[config.mk]
export PLATFORM = sky130hd
export DESIGN_NAME = bit_reverse_reorder
export DESIGN_NICKNAME = d
export VERILOG_FILES = /design/src/rtl/bit_reverse_reorder.sv
export SDC_FILE = /design/constraint.sdc
export NUM_CORES = 2
export LEC_CHECK = 0
export BUFFER_PORTS_ARGS = -buffer_cell sky130_fd_sc_hd__buf_4
export CAP_MARGIN = 20
export CORE_UTILIZATION = 45
export DETAILED_ROUTE_END_ITERATION = 8
export HOLD_SLACK_MARGIN = 0.12
export PLACE_DENSITY = 0.63
export RECOVER_POWER = 100
export SLEW_MARGIN = 30
export SYNTH_ARGS = -nofsm -noshare
export SYNTH_HDL_FRONTEND = slang
export SYNTH_SLANG_ARGS = --single-unit
[constraint.sdc]
create_clock -name clock -period 10.2 [get_ports clock]
set_input_delay 1.02 -clock clock [delete_from_list [all_inputs] [get_ports clock]]
set_output_delay 1.02 -clock clock [all_outputs]
set_load 0.05 [all_outputs]
[src/rtl/bit_reverse_reorder.sv]
// ---------------------------------------------------------------------------
// bit_reverse_reorder
//
// Output reorder buffer for a radix-2^2 SDF FFT pipeline. The FFT delivers
// each N-point frame in bit-reversed index order. This block stores the frame
// in one half of a ping-pong memory, then streams it out in natural order
// (X[0] .. X[N-1]) while the next frame fills the other half.
//
// Parameters
//   WIDTH  bit width of each real/imag sample (two's complement)
//   LOG_N  log2 of the FFT length, N = 2**LOG_N
//
// Ports
//   clock    rising-edge system clock
//   reset    synchronous, active-high reset
//   di_en    input sample valid (gaps allowed)
//   di_re    input real part, bit-reversed order
//   di_im    input imag part
//   do_en    output sample valid
//   do_re    output real part, natural order
//   do_im    output imag part
//   do_last  high with output index N-1 of each frame
// ---------------------------------------------------------------------------
module bit_reverse_reorder #(
    parameter int WIDTH = 16,
    parameter int LOG_N = 6
) (
    input  logic             clock,
    input  logic             reset,
    input  logic             di_en,
    input  logic [WIDTH-1:0] di_re,
    input  logic [WIDTH-1:0] di_im,
    output logic             do_en,
    output logic [WIDTH-1:0] do_re,
    output logic [WIDTH-1:0] do_im,
    output logic             do_last
);

    localparam int                 N        = 1 << LOG_N;
    localparam logic [LOG_N-1:0]   LAST_IDX = '1;

    typedef enum logic {IDLE, READ} state_t;

    state_t             state;
    state_t             state_nxt;

    logic [LOG_N-1:0]   wr_cnt;
    logic               wr_bank;
    logic [LOG_N-1:0]   rd_cnt;
    logic               rd_bank;

    logic               wr_en;
    logic               frame_done;
    logic               rd_active;
    logic               rd_issue;
    logic               rd_wrap;

    logic [2*WIDTH-1:0] mem [2*N];
    logic [2*WIDTH-1:0] rd_data;
    logic               rd_vld;
    logic               rd_last;

    function automatic logic [LOG_N-1:0] bitrev(input logic [LOG_N-1:0] idx);
        logic [LOG_N-1:0] r;
        for (int i = 0; i < LOG_N; i++) begin
            r[i] = idx[LOG_N-1-i];
        end
        return r;
    endfunction

    // Samples offered while reset is high are dropped.
    assign wr_en      = di_en && !reset;
    assign frame_done = wr_en && (wr_cnt == LAST_IDX);

    // ------------------------------------------------------------------
    // Write side
    // ------------------------------------------------------------------
    always_ff @(posedge clock) begin
        if (reset) begin
            wr_cnt  <= '0;
            wr_bank <= 1'b0;
        end else if (di_en) begin
            wr_cnt <= wr_cnt + 1'b1;
            if (wr_cnt == LAST_IDX) begin
                wr_bank <= ~wr_bank;
            end
        end
    end

    // Memory: synchronous write and registered read. The read bank is never
    // the write bank, so there is no read/write hazard on the same word.
    always_ff @(posedge clock) begin
        if (wr_en) begin
            mem[{wr_bank, wr_cnt}] <= {di_re, di_im};
        end
        if (rd_issue) begin
            rd_data <= mem[{rd_bank, bitrev(rd_cnt)}];
        end
    end

    // ------------------------------------------------------------------
    // Read FSM: state register / next state / outputs
    // ------------------------------------------------------------------
    always_ff @(posedge clock) begin
        if (reset) begin
            state <= IDLE;
        end else begin
            state <= state_nxt;
        end
    end

    always_comb begin
        state_nxt = state;
        case (state)
            IDLE: if (frame_done) state_nxt = READ;
            READ: if (rd_cnt == LAST_IDX) state_nxt = frame_done ? READ : IDLE;
            default: state_nxt = IDLE;
        endcase
    end

    always_comb begin
        rd_active = (state == READ);
        rd_issue  = rd_active;
        rd_wrap   = rd_active && (rd_cnt == LAST_IDX);
    end

    // A frame completing on the final read issue restarts the readout at
    // once on the new bank, giving back-to-back output frames.
    always_ff @(posedge clock) begin
        if (reset) begin
            rd_cnt  <= '0;
            rd_bank <= 1'b0;
        end else if (frame_done && (!rd_active || rd_wrap)) begin
            rd_cnt  <= '0;
            rd_bank <= wr_bank;
        end else if (rd_active) begin
            rd_cnt <= rd_cnt + 1'b1;
        end
    end

    // ------------------------------------------------------------------
    // Output pipeline: issue flags follow the memory read by one cycle,
    // output registers load one cycle later.
    // ------------------------------------------------------------------
    always_ff @(posedge clock) begin
        if (reset) begin
            rd_vld  <= 1'b0;
            rd_last <= 1'b0;
        end else begin
            rd_vld  <= rd_issue;
            rd_last <= rd_wrap;
        end
    end

    always_ff @(posedge clock) begin
        if (reset || !rd_vld) begin
            do_en   <= 1'b0;
            do_last <= 1'b0;
            do_re   <= '0;
            do_im   <= '0;
        end else begin
            do_en   <= 1'b1;
            do_last <= rd_last;
            do_re   <= rd_data[2*WIDTH-1:WIDTH];
            do_im   <= rd_data[WIDTH-1:0];
        end
    end

endmodule

==> metrics.txt <==
Req. time, crit path 10.90 ns; Fmax achieved 0.137 GHz; static leakage 52.3 nW; Slowest-stage cell, CP clkbuf_1; failing checks capacitance limit, slew limit; final setup TNS 0 ns; share of layout cells above drive strength 1 20.6%; Seq cells post-synth 4,179; fraction of registers with async set/reset 0%; Crit Path Max Fanout 50; CTS tree built; # IOs 69; register area share after synthesis 78.1%; Synth top area share 77.4%; delay-heaviest family, CP buffers and inverters; total power 34.9 mW; skew final 0.0793 ns; Layout fillers 27,600; cts hold-fix bufs 0; Sink Count 4,179; WL per Instance 35.0 µm; Synth cell types 50; largest area contributor in the netlist edfxtp_1; Slew @ Worst Pin 4.73 ns; Die ar. 0.358 mm²; VDD IR max 0.139 mV; CP cell instances clkbuf_1 -> buf_4 -> buf_4 -> mux4_2 -> mux2i_1 -> o211ai_1 -> o211a_1 -> or4_1; FP Rows 218; vias in the first global route 79,300; post-route ant nets 0; most numerous cell in the Yosys netlist edfxtp_1; area of the core 0.353 mm²; first-pass GRT wire length 626 mm; postcts setup bufs 0; Max Cap Viol 226; clk slew on worst S/H paths 0.06 ns; max-slew violations 8,393; status finished with violations; PwrDens 194 mW/mm²; GRT Util Overall 25.0%; buffer and inverter count on the worst path 3; Die X 598 µm; crit path capture type register; drt pass-1 iters 6; CP max stage delay 2.83 ns; Clock Tree Buf Depth 4; # resized after CTS 0; Hold Path Class input pin to register; Num CTS Buffers 414; final WL 451 mm; min Tclk post-route 7.28 ns; total gr overflow 0; die height 598 µm; largest net degree at the start of global routing 129; final core utilization 51.0%; Cells after Synth 7,457; Fin Hold WS 0.381 ns; CTS H-tree lvls 5; Via density 6.24; initial DRC count 11,400; Post-synth EDFFs 4,128; Post-synth top cells edfxtp_1, mux2i_1, mux4_2, nor2_1, clkbuf_1; Via Count 80,400; RePlAce Congestion 0.837; slew margin rel. -215%; fin crit share 71.3%; Non-Filler Instances 12,900; Synth Cell Area 0.160 mm²; initial antenna violation count 40; Post-Place Cells 12,100; DPL Wire Length 249 mm; Yosys warnings 0; Synth area leaders edfxtp_1, mux4_2, mux2i_1; # setup viols final 0; RSZ-0062 raised after global routing no; Most common cell on crit path buf_4; CP startpoint kind register; Starting Density 45.3%; syn_nets 7,494; worst skew pair latency 0.98 ns; crit path DAT 7.98 ns; area added between synthesis and finish 12.5%; synthesized area per cell 21.5 µm²; drt drc 0; Synth Flop Type edfxtp_1; Layout Nets 7,796; Hold Vio Cnt, Final 0; I/O Buffers 68; root buffer cell clkbuf_16; type of the worst setup path register to register
[power breakdown]
| part | switching, mW | internal [mW] | leakage (nW) | total (mW) |
|---|---|---|---|---|
| clock network | 6.53 | 9.06 | 6.80 | 15.6 |
| registers | 0.00530 | 18.9 | 37.5 | 18.9 |
| logic | 0.372 | 0.0292 | 7.93 | 0.401 |
| total | 6.91 | 28.0 | 52.3 | 34.9 |
[layout make-up]
type	count	area (µm²)	share of cell area, %
flip-flops and latches	4179	125000	69.4
multi-input cells	2823	33300	18.5
clock buffers	508	11000	6.09
well taps	4730	5920	3.29
clock inverters	264	2950	1.64
repair buffers	340	1860	1.04
diodes	27	67.6	0.0375
inverters	1	3.75	0.00208
[metrics by stage]
step	area (µm²)	setup WS (ns)
3_3_place_gp	167000	4.81
5_1_grt	180000	2.67
2_1_floorplan	160000	6.29
4_1_cts	181000	5.01
3_5_place_dp	167000	5.04
6_report	180000	2.92
[sequential cells by signal, indices dropped and copies added (netlist names), 6 cells and up]
signal / cells
wr_cnt: 6
rd_cnt: 6
do_re: 16
do_im: 16
mem: 4096
rd_data: 32
[cell families (layout without fill, tap and decap cells)]
| family | count (synthesis) | count (layout) | share of synthesized area, % |
|---|---|---|---|
| DFF | 4179 | 4179 | 78.1 |
| adders and majority gates | 2 | 2 | 0.0156 |
| buffers and inverters | 455 | 1113 | 1.59 |
| xor gates and xnor gates | 10 | 10 | 0.0547 |
| AOI/OAI and AO/OA | 721 | 721 | 3.49 |
| muxes | 1538 | 1538 | 15.2 |
| other | 0 | 27 | 0 |
| and+or+nand+nor | 552 | 552 | 1.60 |
[worst paths after layout]
check                                  from           to  slack (ns)  cells past startpoint
worst max-delay path              rd_cnt[4]  rd_data[15]        2.92                      8
worst min-delay path                  reset    wr_cnt[0]        0.38                      2
worst max register to register    rd_cnt[4]  rd_data[15]        2.92                      8
worst min register to register  rd_data[26]    do_re[10]        0.50                      1
[metal layers]
metal / GRT usage, % / vias to the layer above / share of wire (%)
li1: - / 32000 / -
met1: 35.1 / 43100 / 39
met2: 38.9 / 4483 / 46
met3: 5.02 / 724 / 10
met4: 9.14 / 16 / 4.3
met5: 0 / - / 0.023
[placed cells by master (no fill, tap or decap), drive strengths merged, types with 3 or more instances in the layout]
| cell type | synthesis | routed |
|---|---|---|
| a211o | 20 | 20 |
| nand3 | 35 | 35 |
| or2 | 66 | 66 |
| nand4 | 34 | 34 |
| a221oi | 116 | 116 |
| o2111ai | 29 | 29 |
| inv | 1 | 20 |
| clkinvlp | 0 | 14 |
| xnor2 | 4 | 4 |
| nand3b | 4 | 4 |
| or3b | 5 | 5 |
| nand2 | 127 | 127 |
| nor2b | 14 | 14 |
| edfxtp | 4128 | 4128 |
| o211a | 4 | 4 |
| a211oi | 38 | 38 |
| a2111oi | 27 | 27 |
| diode | 0 | 27 |
| clkinv | 0 | 176 |
| o211ai | 93 | 93 |
| o221a | 20 | 20 |
| and3 | 4 | 4 |
| a21oi | 67 | 67 |
| mux2i | 749 | 749 |
| xor2 | 6 | 6 |
| bufinv | 0 | 55 |
| or4 | 3 | 3 |
| nor2 | 218 | 218 |
| buf | 270 | 90 |
| mux4 | 703 | 703 |
| o21ai | 83 | 83 |
| dfxtp | 51 | 51 |
| a221o | 56 | 56 |
| clkbuf | 184 | 758 |
| o221ai | 79 | 79 |
| and2 | 36 | 36 |
| mux2 | 86 | 86 |
| o22ai | 58 | 58 |
| o22a | 29 | 29 |
(Power assumes the default switching activity.)
